==> src/rtl/weight_pkg.sv <==
// Shared types and default dimensions for the systolic array weight-load path.
//   state_t : buffer sequencing states (FILL -> TRIGGER -> STREAM -> FILL)
//   DATA_W  : bits per weight element
//   ROWS    : rows in a weight tile (array height)
//   COLS    : elements per row (array width)
package weight_pkg;

  localparam int DATA_W = 8;
  localparam int ROWS   = 4;
  localparam int COLS   = 4;

  typedef enum logic [1:0] {
    FILL    = 2'd0,
    TRIGGER = 2'd1,
    STREAM  = 2'd2
  } state_t;

endpackage

==> src/rtl/weight_buffer_if.sv <==
// Bundle between the host-side producer / weight counter and weight_buffer.
//   in_valid, in_data, in_ready : element handshake from the host/AHB side
//   trigger_weight              : one-cycle "tile complete" pulse to the weight counter
//   load, systolic_done         : weight counter controls during streaming
//   weight_row                  : packed row to the array, column 0 in the LSBs
//   busy                        : buffer is not accepting a new tile
// master = producer/counter side, slave = the buffer.
interface weight_buffer_if
  import weight_pkg::*;
#(
  parameter int DATA_W = weight_pkg::DATA_W,
  parameter int COLS   = weight_pkg::COLS
);

  logic                   in_valid;
  logic [DATA_W-1:0]      in_data;
  logic                   in_ready;
  logic                   trigger_weight;
  logic                   load;
  logic                   systolic_done;
  logic [COLS*DATA_W-1:0] weight_row;
  logic                   busy;

  modport master (
    output in_valid, in_data, load, systolic_done,
    input  in_ready, trigger_weight, weight_row, busy
  );

  modport slave (
    input  in_valid, in_data, load, systolic_done,
    output in_ready, trigger_weight, weight_row, busy
  );

endinterface

==> src/rtl/flex_counter.sv <==
// Generic up-counter with synchronous clear and programmable wrap value.
//   clk, n_rst   : clock, asynchronous active-low reset
//   clear        : synchronous clear to zero (wins over count_enable)
//   count_enable : advance by one this cycle
//   rollover_val : last value before wrapping back to zero
//   count_out    : current count
module flex_counter #(
  parameter int SIZE = 4
) (
  input  logic            clk,
  input  logic            n_rst,
  input  logic            clear,
  input  logic            count_enable,
  input  logic [SIZE-1:0] rollover_val,
  output logic [SIZE-1:0] count_out
);

  logic [SIZE-1:0] count_q, count_d;

  // NOTE: combinational blocks assign a default first so no path leaves a latch.
  always_comb begin
    count_d = count_q;
    if (clear) begin
      count_d = '0;
    end else if (count_enable) begin
      count_d = (count_q == rollover_val) ? '0 : count_q + SIZE'(1);
    end
  end

  // NOTE: state flops use non-blocking assignments so every flop samples pre-edge values.
  always_ff @(posedge clk or negedge n_rst) begin
    if (!n_rst) count_q <= '0;
    else        count_q <= count_d;
  end

  assign count_out = count_q;

endmodule

==> src/rtl/weight_buffer.sv <==
// Weight tile buffer feeding the systolic array weight shift chain.
// Collects ROWS*COLS elements (element k -> row k/COLS, col k%COLS), pulses
// trigger_weight once the tile is full, then presents one row per load cycle,
// bottom row first, padding with zeros once all rows have gone out. The tile
// is cleared and filling resumes only on systolic_done.
//   clk, n_rst : clock, asynchronous active-low reset
//   bus        : weight_buffer_if slave modport (handshake, counter controls, row out)
// ROWS and COLS must each be at least 2.
module weight_buffer
  import weight_pkg::*;
#(
  parameter int DATA_W = weight_pkg::DATA_W,
  parameter int ROWS   = weight_pkg::ROWS,
  parameter int COLS   = weight_pkg::COLS
) (
  input logic            clk,
  input logic            n_rst,
  weight_buffer_if.slave bus
);

  localparam int N      = ROWS * COLS;
  localparam int CNT_W  = $clog2(N);
  localparam int RIDX_W = $clog2(ROWS);
  localparam int CIDX_W = $clog2(COLS);
  localparam int RD_W   = $clog2(ROWS + 1);

  typedef logic [ROWS-1:0][COLS-1:0][DATA_W-1:0] tile_t;

  state_t          state_q, state_d;
  tile_t           buf_q, buf_d;
  logic [RD_W-1:0] rd_idx_q, rd_idx_d;
  logic            in_ready_q, in_ready_d;
  logic            trigger_q, trigger_d;
  logic            busy_q, busy_d;

  logic [CNT_W-1:0]  wr_idx;
  logic [RIDX_W-1:0] wr_row, rd_row;
  logic [CIDX_W-1:0] wr_col;
  logic              transfer, fill_done, row_valid;

  // in_ready_q is high exactly in FILL, so it doubles as the state qualifier.
  assign transfer  = bus.in_valid && in_ready_q;
  assign fill_done = transfer && (wr_idx == CNT_W'(N - 1));

  flex_counter #(.SIZE(CNT_W)) u_wr_cnt (
    .clk          (clk),
    .n_rst        (n_rst),
    .clear        (fill_done),
    .count_enable (transfer),
    .rollover_val (CNT_W'(N - 1)),
    .count_out    (wr_idx)
  );

  assign wr_row = RIDX_W'(wr_idx / CNT_W'(COLS));
  assign wr_col = CIDX_W'(wr_idx % CNT_W'(COLS));

  // Bottom row goes into the shift chain first; once rd_idx saturates at ROWS
  // the output is forced to zero to flush the chain.
  assign row_valid = (state_q == STREAM) && bus.load && (rd_idx_q < RD_W'(ROWS));
  assign rd_row    = RIDX_W'(ROWS - 1) - RIDX_W'(rd_idx_q);

  assign bus.weight_row     = row_valid ? buf_q[rd_row] : '0;
  assign bus.in_ready       = in_ready_q;
  assign bus.trigger_weight = trigger_q;
  assign bus.busy           = busy_q;

  always_comb begin
    state_d  = state_q;
    buf_d    = buf_q;
    rd_idx_d = rd_idx_q;
    unique case (state_q)
      FILL: begin
        if (transfer)  buf_d[wr_row][wr_col] = bus.in_data;
        if (fill_done) state_d = TRIGGER;
      end
      TRIGGER: state_d = STREAM;
      STREAM: begin
        if (row_valid) rd_idx_d = rd_idx_q + RD_W'(1);
        // The row for a coincident load is still presented from buf_q this cycle.
        if (bus.systolic_done) begin
          state_d  = FILL;
          rd_idx_d = '0;
          buf_d    = '0;
        end
      end
      default: state_d = FILL;
    endcase
    // Outputs are registered from the next state so they line up with state_q.
    in_ready_d = (state_d == FILL);
    trigger_d  = (state_d == TRIGGER);
    busy_d     = (state_d != FILL);
  end

  always_ff @(posedge clk or negedge n_rst) begin
    if (!n_rst) begin
      state_q    <= FILL;
      // NOTE: the tile storage is reset because a partial tile must never leak into a stream.
      buf_q      <= '0;
      rd_idx_q   <= '0;
      in_ready_q <= 1'b1;
      trigger_q  <= 1'b0;
      busy_q     <= 1'b0;
    end else begin
      state_q    <= state_d;
      buf_q      <= buf_d;
      rd_idx_q   <= rd_idx_d;
      in_ready_q <= in_ready_d;
      trigger_q  <= trigger_d;
      busy_q     <= busy_d;
    end
  end

endmodule

==> src/flat_wrapper.sv <==
// flat-port wrapper written by rule: the top's interface ports become plain ports
module weight_buffer_flat import weight_pkg::*;
#(
  parameter int DATA_W = weight_pkg::DATA_W,
  parameter int ROWS   = weight_pkg::ROWS,
  parameter int COLS   = weight_pkg::COLS
)
  (clk, n_rst, bus_in_valid, bus_in_data, bus_load, bus_systolic_done, bus_in_ready, bus_trigger_weight, bus_weight_row, bus_busy);
  weight_buffer_if #(.DATA_W(DATA_W), .COLS(COLS)) bus_i ();
  input logic clk;
  input logic n_rst;
  input wire logic [$bits(bus_i.in_valid)-1:0] bus_in_valid;
  input wire logic [$bits(bus_i.in_data)-1:0] bus_in_data;
  input wire logic [$bits(bus_i.load)-1:0] bus_load;
  input wire logic [$bits(bus_i.systolic_done)-1:0] bus_systolic_done;
  output wire logic [$bits(bus_i.in_ready)-1:0] bus_in_ready;
  output wire logic [$bits(bus_i.trigger_weight)-1:0] bus_trigger_weight;
  output wire logic [$bits(bus_i.weight_row)-1:0] bus_weight_row;
  output wire logic [$bits(bus_i.busy)-1:0] bus_busy;
  assign bus_i.in_valid = bus_in_valid;
  assign bus_i.in_data = bus_in_data;
  assign bus_i.load = bus_load;
  assign bus_i.systolic_done = bus_systolic_done;
  assign bus_in_ready = bus_i.in_ready;
  assign bus_trigger_weight = bus_i.trigger_weight;
  assign bus_weight_row = bus_i.weight_row;
  assign bus_busy = bus_i.busy;
  weight_buffer #(.DATA_W(DATA_W), .ROWS(ROWS), .COLS(COLS)) u_core (.clk(clk), .n_rst(n_rst), .bus(bus_i));
endmodule
==> config.mk <==
export PLATFORM = sky130hd
export DESIGN_NAME = weight_buffer_flat
export DESIGN_NICKNAME = d
export VERILOG_FILES = /design/src/rtl/weight_pkg.sv /design/src/rtl/weight_buffer_if.sv /design/src/rtl/flex_counter.sv /design/src/rtl/weight_buffer.sv /design/src/flat_wrapper.sv
export SDC_FILE = /design/constraint.sdc
export NUM_CORES = 1
export LEC_CHECK = 0
export CORE_MARGIN = 4
export CORE_UTILIZATION = 50
export CTS_BUF_LIST = sky130_fd_sc_hd__clkbuf_4
export CTS_CLUSTER_DIAMETER = 50
export CTS_CLUSTER_SIZE = 24
export DETAILED_ROUTE_END_ITERATION = 10
export PLACE_DENSITY_LB_ADDON = 0.1
export SLEW_MARGIN = 20
export SYNTH_ARGS = -nofsm -noshare
export SYNTH_HDL_FRONTEND = slang
export SYNTH_SLANG_ARGS = --single-unit
==> constraint.sdc <==
create_clock -name clk -period 2 [get_ports clk]
set_input_delay 0.6 -clock clk [delete_from_list [all_inputs] [get_ports clk]]
set_output_delay 0.6 -clock clk [all_outputs]
set_load 0.005 [all_outputs]
## Word-level counts from Yosys, hierarchy flattened

Cells that the tools add are included.

| cells by class | value |
|---|---|
| add/sub/neg operators | 3 |
| order comparisons | 6 |
| equality and inequality tests | 6 |
| multiplexer cells | 19 |
| reduce and logical (&&, ||, !) cells | 14 |

Operator list:

| operator | count |
|---|---|
| two-way mux 128 bit | 2 |
| case mux 128 bit (2 select lines) | 1 |
| bitwise mux 128 bit | 1 |
| two-way mux 32 bit | 3 |
| binary-select mux 32 bit (select 2 bit) | 1 |
| demux 32 bit (select 2 bit) | 1 |
| demux 8 bit (select 2 bit) | 1 |
| two-way mux 4 bit | 3 |
| < comparator 2 x 3 -> 1 bit, second input constant | 3 |
| two-way mux 8 bit | 1 |
| nonzero test 2 bit | 4 |
| logical AND 1 bit | 6 |
| two-way mux 3 bit | 2 |
| case mux 2 bit (3 select lines) | 1 |
| adder 4 x 1 -> 4 bit, second input constant | 1 |
| equality test 2 x 1 -> 1 bit, second input constant | 2 |
| equality test 4 bit, second input constant | 1 |
| greater-or-equal comparator 2 x 1 -> 1 bit, second input constant | 2 |
| zero test 2 bit | 2 |
| two-way mux 2 bit | 2 |
| adder 3 x 1 -> 3 bit, second input constant | 1 |
| < comparator 3 bit, second input constant | 1 |
| AND reduction 3 bit | 1 |
| equality test 2 bit, second input constant | 1 |
| 4 further kinds | 4 |

| storage, ports and cells | value |
|---|---|
| register bits | 140 |
| output and inout port bits | 35 |

## Depth between registers and ports, before layout

Gate-level depths: netlist (run 1).

| depth | value |
|---|---|
| depth after elaboration | 9 |
| depth in mapped cells | 6 |

## Hierarchy

Synthesis (run 1) repeated with hierarchy kept, for this count alone.

| unflattened totals | value |
|---|---|
| cell total of the unflattened synthesis | 582 |
| area, all modules | 6897.9 µm² |

Modules (own cells, without submodules):

| module | times used | cells an instance | area an instance (µm²) | seq. area each (µm²) |
|---|---|---|---|---|
| weight_buffer | 1 | 555 | 6642.6 | 3404.5 |
| flex_counter | 1 | 27 | 255.2 | 100.1 |

## Worst setup path before layout (run 1)

Ideal clock, no wire load.

| timing path | value |
|---|---|
| kind | reg-to-output |
| start | register u_core.rd_idx_q[0] |
| end | output bus_weight_row[4] |
| data arrival time | 1.392 ns |
| data required time | 1.400 ns |
| path slack | 0.008 ns |
| cell stages (with the launch flop) | 5 |
| cells stage by stage | dfrtp_1 -> buf_2 -> buf_4 -> mux4_2 -> nor2b_1 |

| on the way | value |
|---|---|
| longest elaborated chain between the ends | 4 |

RTL lines:

| item | RTL line | text |
|---|---|---|
| start, declared | weight_buffer.sv:31 | `logic [RD_W-1:0] rd_idx_q, rd_idx_d;` |
| start signal, assigned | weight_buffer.sv:106 | `rd_idx_q <= rd_idx_d;` |
| subtractor 2 bit | weight_buffer.sv:60 | `assign rd_row = RIDX_W'(ROWS - 1) - RIDX_W'(rd_idx_q);` |
| binary-select mux 32 bit (select 2 bit) | weight_buffer.sv:62 | `assign bus.weight_row = row_valid ? buf_q[rd_row] : '0;` |
| two-way mux 32 bit (implied by the code) | weight_buffer.sv:62 |  |
| two-way mux 32 bit (*) | weight_buffer.sv:62 |  |
| end, declared | flat_wrapper.sv:18 | `output wire logic [$bits(bus_i.weight_row)-1:0] bus_weight_row;` |

Every way passes the cells marked *; elsewhere a longest branch is shown, timed or not. The select of a mux whose other input is x is not followed.

## Worst setup path in the final report (run 1)

| timing path | value |
|---|---|
| start | register u_core.rd_idx_q[0] |
| end | output bus_weight_row[8] |

Same word-level chain as after synthesis.

==> results of run 1 <==
## logic make-up (layout without fill, tap and decap cells)
group                    Yosys count  in the layout  synth area share, %
AO/OA/AOI/OAI                    152            152                 21.8
flip-flops                       140            140                 52.9
AND/OR/NAND/NOR                   98             98                 9.53
buffers and inverters             39            178                 3.33
multiplexers                      34             34                 11.2
adder cells (fa/ha/maj)            5              5                0.945
XOR/XNOR                           2              2                0.265
## routing by layer
| metal | global-route usage (%) | up-vias | share of wire (%) |
|---|---|---|---|
| met5 | 0 | - | 0 |
| met4 | 11.1 | 0 | 2.8 |
| met3 | 5.03 | 41 | 5.1 |
| met2 | 40.0 | 159 | 49 |
| met1 | 33.5 | 2484 | 43 |
| li1 | - | 2094 | - |
## flip-flops by register name, indices dropped and copies added, names as in the netlist
register                   flops
u_core.buf_q                 128
u_core.u_wr_cnt.count_out      4
u_core.rd_idx_q                3
u_core.state_q                 2
u_core.bus.busy                1
u_core.bus.in_ready            1
u_core.bus.trigger_weight      1
## critical path, stage by stage, from the launching register on
cell,delay (ns)
dfrtp_2,0.46
buf_12,0.15
buf_4,0.14
buf_6,0.11
mux4_2,0.42
nor2b_4,0.15
buf_2,0.13
## worst paths after layout
kind,startpoint,end
setup / recovery,u_core.rd_idx_q[0],bus_weight_row[8]
hold / removal,u_core.buf_q[51],u_core.buf_q[51]
setup reg to reg,u_core.u_wr_cnt.count_out[0],u_core.buf_q[66]
hold reg to reg,u_core.buf_q[51],u_core.buf_q[51]
max in group asynchronous,n_rst,u_core.buf_q[106]
min in group asynchronous,n_rst,u_core.rd_idx_q[2]
## Yosys cell counts, types with 2 or more instances
| master | number | area (um^2) |
|---|---|---|
| and3_1 | 4 | 25.0 |
| o21ai_0 | 4 | 20.0 |
| nor2_1 | 2 | 7.51 |
| clkbuf_1 | 12 | 45.0 |
| nor2b_1 | 32 | 200 |
| dfrtp_1 | 139 | 3480 |
| nand3_1 | 3 | 15.0 |
| inv_1 | 3 | 11.3 |
| buf_6 | 5 | 56.3 |
| o22ai_2 | 7 | 87.6 |
| buf_4 | 5 | 37.5 |
| o2bb2ai_1 | 95 | 832 |
| buf_2 | 14 | 70.1 |
| nor3b_1 | 4 | 30.0 |
| and3b_1 | 9 | 78.8 |
| and2_1 | 2 | 12.5 |
| o22ai_4 | 9 | 180 |
| ha_1 | 5 | 62.6 |
| nand2_1 | 27 | 101 |
| nand2b_1 | 2 | 12.5 |
| mux4_2 | 32 | 721 |
| a22o_1 | 32 | 280 |
## power by group
group,leakage (nW),switching [mW],total [mW],internal [mW]
Clock,0.197,1.06,2.43,1.37
Combinational,1.80,1.87,4.44,2.57
Sequential,1.81,0.669,4.56,3.90
Total,3.81,3.60,11.4,7.83
## what timing repair did
action                                  4_1_cts  5_1_grt
cloned                                        2        0
resized for setup                           107       34
setup buffers                                10        6
endpoints found under the hold margin        45        0
endpoints found under the setup margin       35       33
hold buffers                                  1        0
## layout make-up
| class | count | area share, % |
|---|---|---|
| inverter | 3 | 0.134 |
| clock buffer | 18 | 1.61 |
| sequential | 140 | 41.7 |
| timing repair buffer | 143 | 15.9 |
| tap | 172 | 2.56 |
| clock inverter | 14 | 2.95 |
| multi-input combinational | 291 | 35.1 |
## through the flow
step                hold slack (ns)  utilization [%]  power [mW]  cells  setup slack [ns]
floorplan                     0.304                -        7.23    470           0.00841
global placement              0.466             62.2        8.67    733            -0.729
detailed placement            0.468             62.2        8.84    733            -0.776
CTS                           0.502             66.0        11.4    777            -0.857
global route                  0.512             65.8        12.0    781            -0.822
finish                        0.496             65.8        11.4    781            -0.750
==> flow_summary.yaml, run 1 <==
status:
  run_status: "complete, but fails checks"
  violations: "negative setup slack"
sta:
  finalMaxSlewViolations: 0
  worstMarginPinSlew_ns: 0.523
  clock.fmax_mhz: 364
  fin_crit_sh_pct: 137
  maxSlewHeadroom_pct: 65.0
  grt_setup_unrepaired: "true"
  hold_viol: 0
  period_minus_slack_ns: 2.75
  finalSetupViolCount: 32
  fin_skew_ns: 0.0230
  fin_ws_ns: -0.750
  setup_tns_ns: -21.31
global_route:
  antenna_found_initial: 0
  grt_pass1_wl_mm: 28.1
  grt_pass1_vias: 5111
  grt_max_degree: 54
  overflow: 0
  gr-usage-all-layers_pct: 25.0
drt:
  num_vias: 4778
  ant_nets: 0
  vias_per_cell: 6.12
  wl_per_cell_um: 22.7
  finalWirelength_mm: 17.8
  drt-initial-drc-count: 374
  drc: 0
  dr.pass1.iters: 5
pwr:
  leakage_nw: 3.81
  powerDensity_nw_per_um2: 1360
  vdd_drop_max_uv: 713
floorplanning:
  core_um2: 12800
  dieArea_um2: 15100
  die_w_um: 123
  die_y_um: 123
  fp-row-count: 41
  ios: 48
  initial_core_util_pct: 51.8
final_layout:
  multi_input_area_um2: 2950
  final_cell_mix: "dfrtp_1, o2bb2ai_1, buf_4"
  regArea_um2: 3510
  area_growth_pct: 27.0
  fin_nets: 614
  stdcell_area_um2: 8400
  n_fill_cell: 950
  drive_gt1_share_pct: 36.9
  layout.cells.most_common: "dfrtp_1"
  diodes: 0
worst_setup_path:
  reg2reg_slack_ns: 0.13
  crit_path_end_kind: "output port"
  cp_data_required_time_ns: 1.40
  critPathLaunchType: "flop"
  critPathKind: "reg -> out"
  cp_max_fo: 7
  arrival_ns: 2.15
  worst-r2r-cell-count: 6
placement:
  gp_congestion: 0.767
  port-buffer-count: 47
  dp_hpwl_mm: 11.1
  place_area_um2: 7940
synth:
  synth_area_um2: 6620
  netlist_instances: 470
  seq_area_frac_synth_pct: 52.9
  syn_nets: 488
  async_reset_ff_share_pct: 100
  ys_ff_latch: 140
  synth_edf_count: 0
  synth_cell_types: 45
  synth_ff_type: "dfrtp_1"
  synth_warnings: 0
  synth.avg_cell_area_um2: 14.1
clock_tree:
  cts_num_sinks: 140
  cts_tree: "yes"
  clockBufferDepth: 2
  path_clk_slew_ns: 0.13
  htree_levels: 4
  root_buffer: "clkbuf_4"
  numCtsBuffers: 17
  clock_latency_ns: 0.59
run:
  cap_viol_max_count: 0
min_path:
  holdCritPathClass: "reg -> reg"
  whs_path_depth: 1
Power figures use the tool's default switching activity.
==> run 2, diff against run 1 <==
--- a/config.mk
+++ b/config.mk
@@ -15,4 +15,5 @@
 export SLEW_MARGIN = 20
 export SYNTH_ARGS = -nofsm -noshare
 export SYNTH_HDL_FRONTEND = slang
+export SYNTH_HIERARCHICAL = 1
 export SYNTH_SLANG_ARGS = --single-unit
==> run 2 against run 1 <==
Clock power decreased by 25%. Sequential cell count unchanged. Combinational power increased by 6.8%. The run still ends with negative setup slack left. Non-clock buffer count decreased by 29.
==> flow_summary.yaml, run 2 <==
status:
  run_status: "complete, but fails checks"
  violations: "negative setup slack"
worst_setup_path:
  worstReg2RegStart: "u_core/bus.in_ready"
  arrival_ns: 2.07
  cp_data_required_time_ns: 1.40
  crit_start: "u_core/rd_idx_q[0]"
  critPathLaunchType: "flop"
  cp_max_fo: 7
  critPathKind: "reg -> out"
  crit_path_end_kind: "output port"
drt:
  vias_per_cell: 5.51
  num_vias: 4732
  drt-initial-drc-count: 316
  wl_per_cell_um: 18.6
  drc: 0
  finalWirelength_mm: 16.0
  dr.pass1.iters: 4
  ant_nets: 0
clock_tree:
  path_clk_slew_ns: 0.12
  clock_latency_ns: 0.55
  numCtsBuffers: 17
  cts_num_sinks: 140
  root_buffer: "clkbuf_4"
  clockBufferDepth: 2
  cts_tree: "yes"
  htree_levels: 4
pwr:
  vdd_drop_max_uv: 660
  power_mw: 11.3
  leakage_nw: 4.62
  powerDensity_nw_per_um2: 1340
sta:
  finalSetupViolCount: 32
  finalMaxSlewViolations: 0
  hold_viol: 0
  period_minus_slack_ns: 2.67
  fin_skew_ns: 0.0202
  clock.fmax_mhz: 374
  grt_setup_unrepaired: "true"
  fin_crit_sh_pct: 134
  fin_ws_ns: -0.671
final_layout:
  largest_register_ffs: 128
  drive_gt1_share_pct: 26.1
  final_cell_mix: "dfrtp_1, nand2_1, mux2i_1"
  diodes: 0
  fin_nets: 686
  area_growth_pct: 22.1
  layout.cells.most_common: "dfrtp_1"
  fin_util_pct: 62.9
  largest-register: "u_core/buf_q"
floorplanning:
  dieArea_um2: 15700
  ios: 48
  die_y_um: 125
  core_um2: 13400
  fp-row-count: 42
  initial_core_util_pct: 51.5
  die_w_um: 125
synth:
  synth_edf_count: 0
  synth_cell_types: 34
  synth_area_um2: 6900
  synth.avg_cell_area_um2: 11.9
  netlist_instances: 582
  synth_most_common_cell: "dfrtp_1"
  ys_top_cells_by_count: "dfrtp_1, mux2i_1, nand2_1"
  seq_area_frac_synth_pct: 50.8
  synth_ff_type: "dfrtp_1"
  async_reset_ff_share_pct: 100
  synth_largest_area_cell: "dfrtp_1"
  synth_area_leaders: "dfrtp_1, mux2i_1, mux4_2"
  synth_warnings: 6
  netlist.area_leader.share_pct: 50.4
  ys_ff_latch: 140
global_route:
  grt_pass1_vias: 5089
  antenna_found_initial: 0
  gr-usage-all-layers_pct: 21.5
  grt_max_degree: 40
  overflow: 0
  grt_pass1_wl_mm: 26.6
placement:
  place_ws_ns: -0.787
  port-buffer-count: 47
  dp_hpwl_mm: 10.3
  gp_congestion: 0.722
min_path:
  holdCritPathClass: "in -> async"
run:
  cap_viol_max_count: 0
-- run 2: changes by cell type in the layout (fill, tap and decap cells not counted), moves of 8 or more --
| cell | change |
|---|---|
| a22o_1 | -31 |
| o2bb2ai_1 | -95 |
| clkbuf_2 | -16 |
| mux2i_1 | +129 |
| buf_6 | +8 |
| and3b_1 | -9 |
| o22ai_4 | -9 |
| nand2_1 | +103 |
| buf_2 | +13 |
| buf_4 | -34 |
-- run 2: where the power goes --
part,switching (mW),internal [mW],total (mW)
Clock,0.974,0.858,1.83
Combinational,2.03,2.71,4.74
Sequential,0.699,4.00,4.70
Total,3.70,7.57,11.3
-- run 2: metal layers --
| layer | global-route usage [%] | vias up | wire (um) | share of wire (%) |
|---|---|---|---|---|
| met2 | 34.9 | 117 | 7940 | 50 |
| li1 | - | 2179 | - | - |
| met1 | 29.1 | 2418 | 7100 | 44 |
| met5 | 0 | - | 0 | 0 |
| met4 | 6.82 | 0 | 246 | 1.5 |
| met3 | 4.69 | 18 | 717 | 4.5 |
-- run 2: cells by family after synthesis --
family,share of synthesized area (%)
AOI/OAI and AO/OA,0.671
xor gates and xnor gates,0.508
adders and majority gates,0.363
buffers and inverters,3.52
DFF,50.8
muxes,29.5
other,0.0544
and+or+nand+nor,14.6
-- run 2: worst paths after layout --
path	end	slack [ns]	cells after the start
worst min register to register	u_core/buf_q[57]	0.53	2
min in group clk	u_core/buf_q[57]	0.53	2
max in group asynchronous	u_core/buf_q[104]	0.87	3
worst max register to register	u_core/buf_q[96]	0.18	5
worst min-delay path	u_core/buf_q[29]	0.52	2
worst max-delay path	bus_weight_row[31]	-0.67	5
-- run 2: stage by stage --
step | TNS, ns | area (um^2) | hold slack, ns | cells
floorplan | -1.48 | 6910 | 0.304 | 585
global placement | -35.45 | 8020 | 0.508 | 811
detailed placement | -40.13 | 8020 | 0.517 | 811
CTS | -22.71 | 8440 | 0.498 | 863
global route | -23.04 | 8430 | 0.513 | 859
finish | -19.57 | 8430 | 0.525 | 859
-- run 2: layout make-up --
class                   instances  area, um^2
multi-input cells             388        3270
well taps                     176         220
clock buffers                  19         143
inverters                      10        37.5
flip-flops and latches        140        3510
clock inverters                12         129
repair buffers                114        1120
fillers                      1063        4970
-- run 2: worst max-delay path, cell delays in order, from the launching register on --
cell,delay (ns)
dfrtp_2,0.45
buf_6,0.14
buf_12,0.13
mux4_2,0.54
nor2b_4,0.15
buf_2,0.12
-- run 2: timing repair --
item                                   4_1_cts  5_1_grt
gates resized for setup                    150       24
endpoints found under the hold margin       34        0
setup endpoints to repair                   35       32
pin swaps                                    0        0
hold buffers                                 1        0
gates cloned                                 2        0
buffers inserted                            18        2
==> run 3, diff against run 2 <==
--- a/config.mk
+++ b/config.mk
@@ -11,6 +11,7 @@
 export CTS_CLUSTER_DIAMETER = 50
 export CTS_CLUSTER_SIZE = 24
 export DETAILED_ROUTE_END_ITERATION = 10
+export GPL_ROUTABILITY_DRIVEN = 0
 export PLACE_DENSITY_LB_ADDON = 0.1
 export SLEW_MARGIN = 20
 export SYNTH_ARGS = -nofsm -noshare
==> results of run 3 <==
Same layout as run 2: the final DEF is identical, and so are final timing and power.
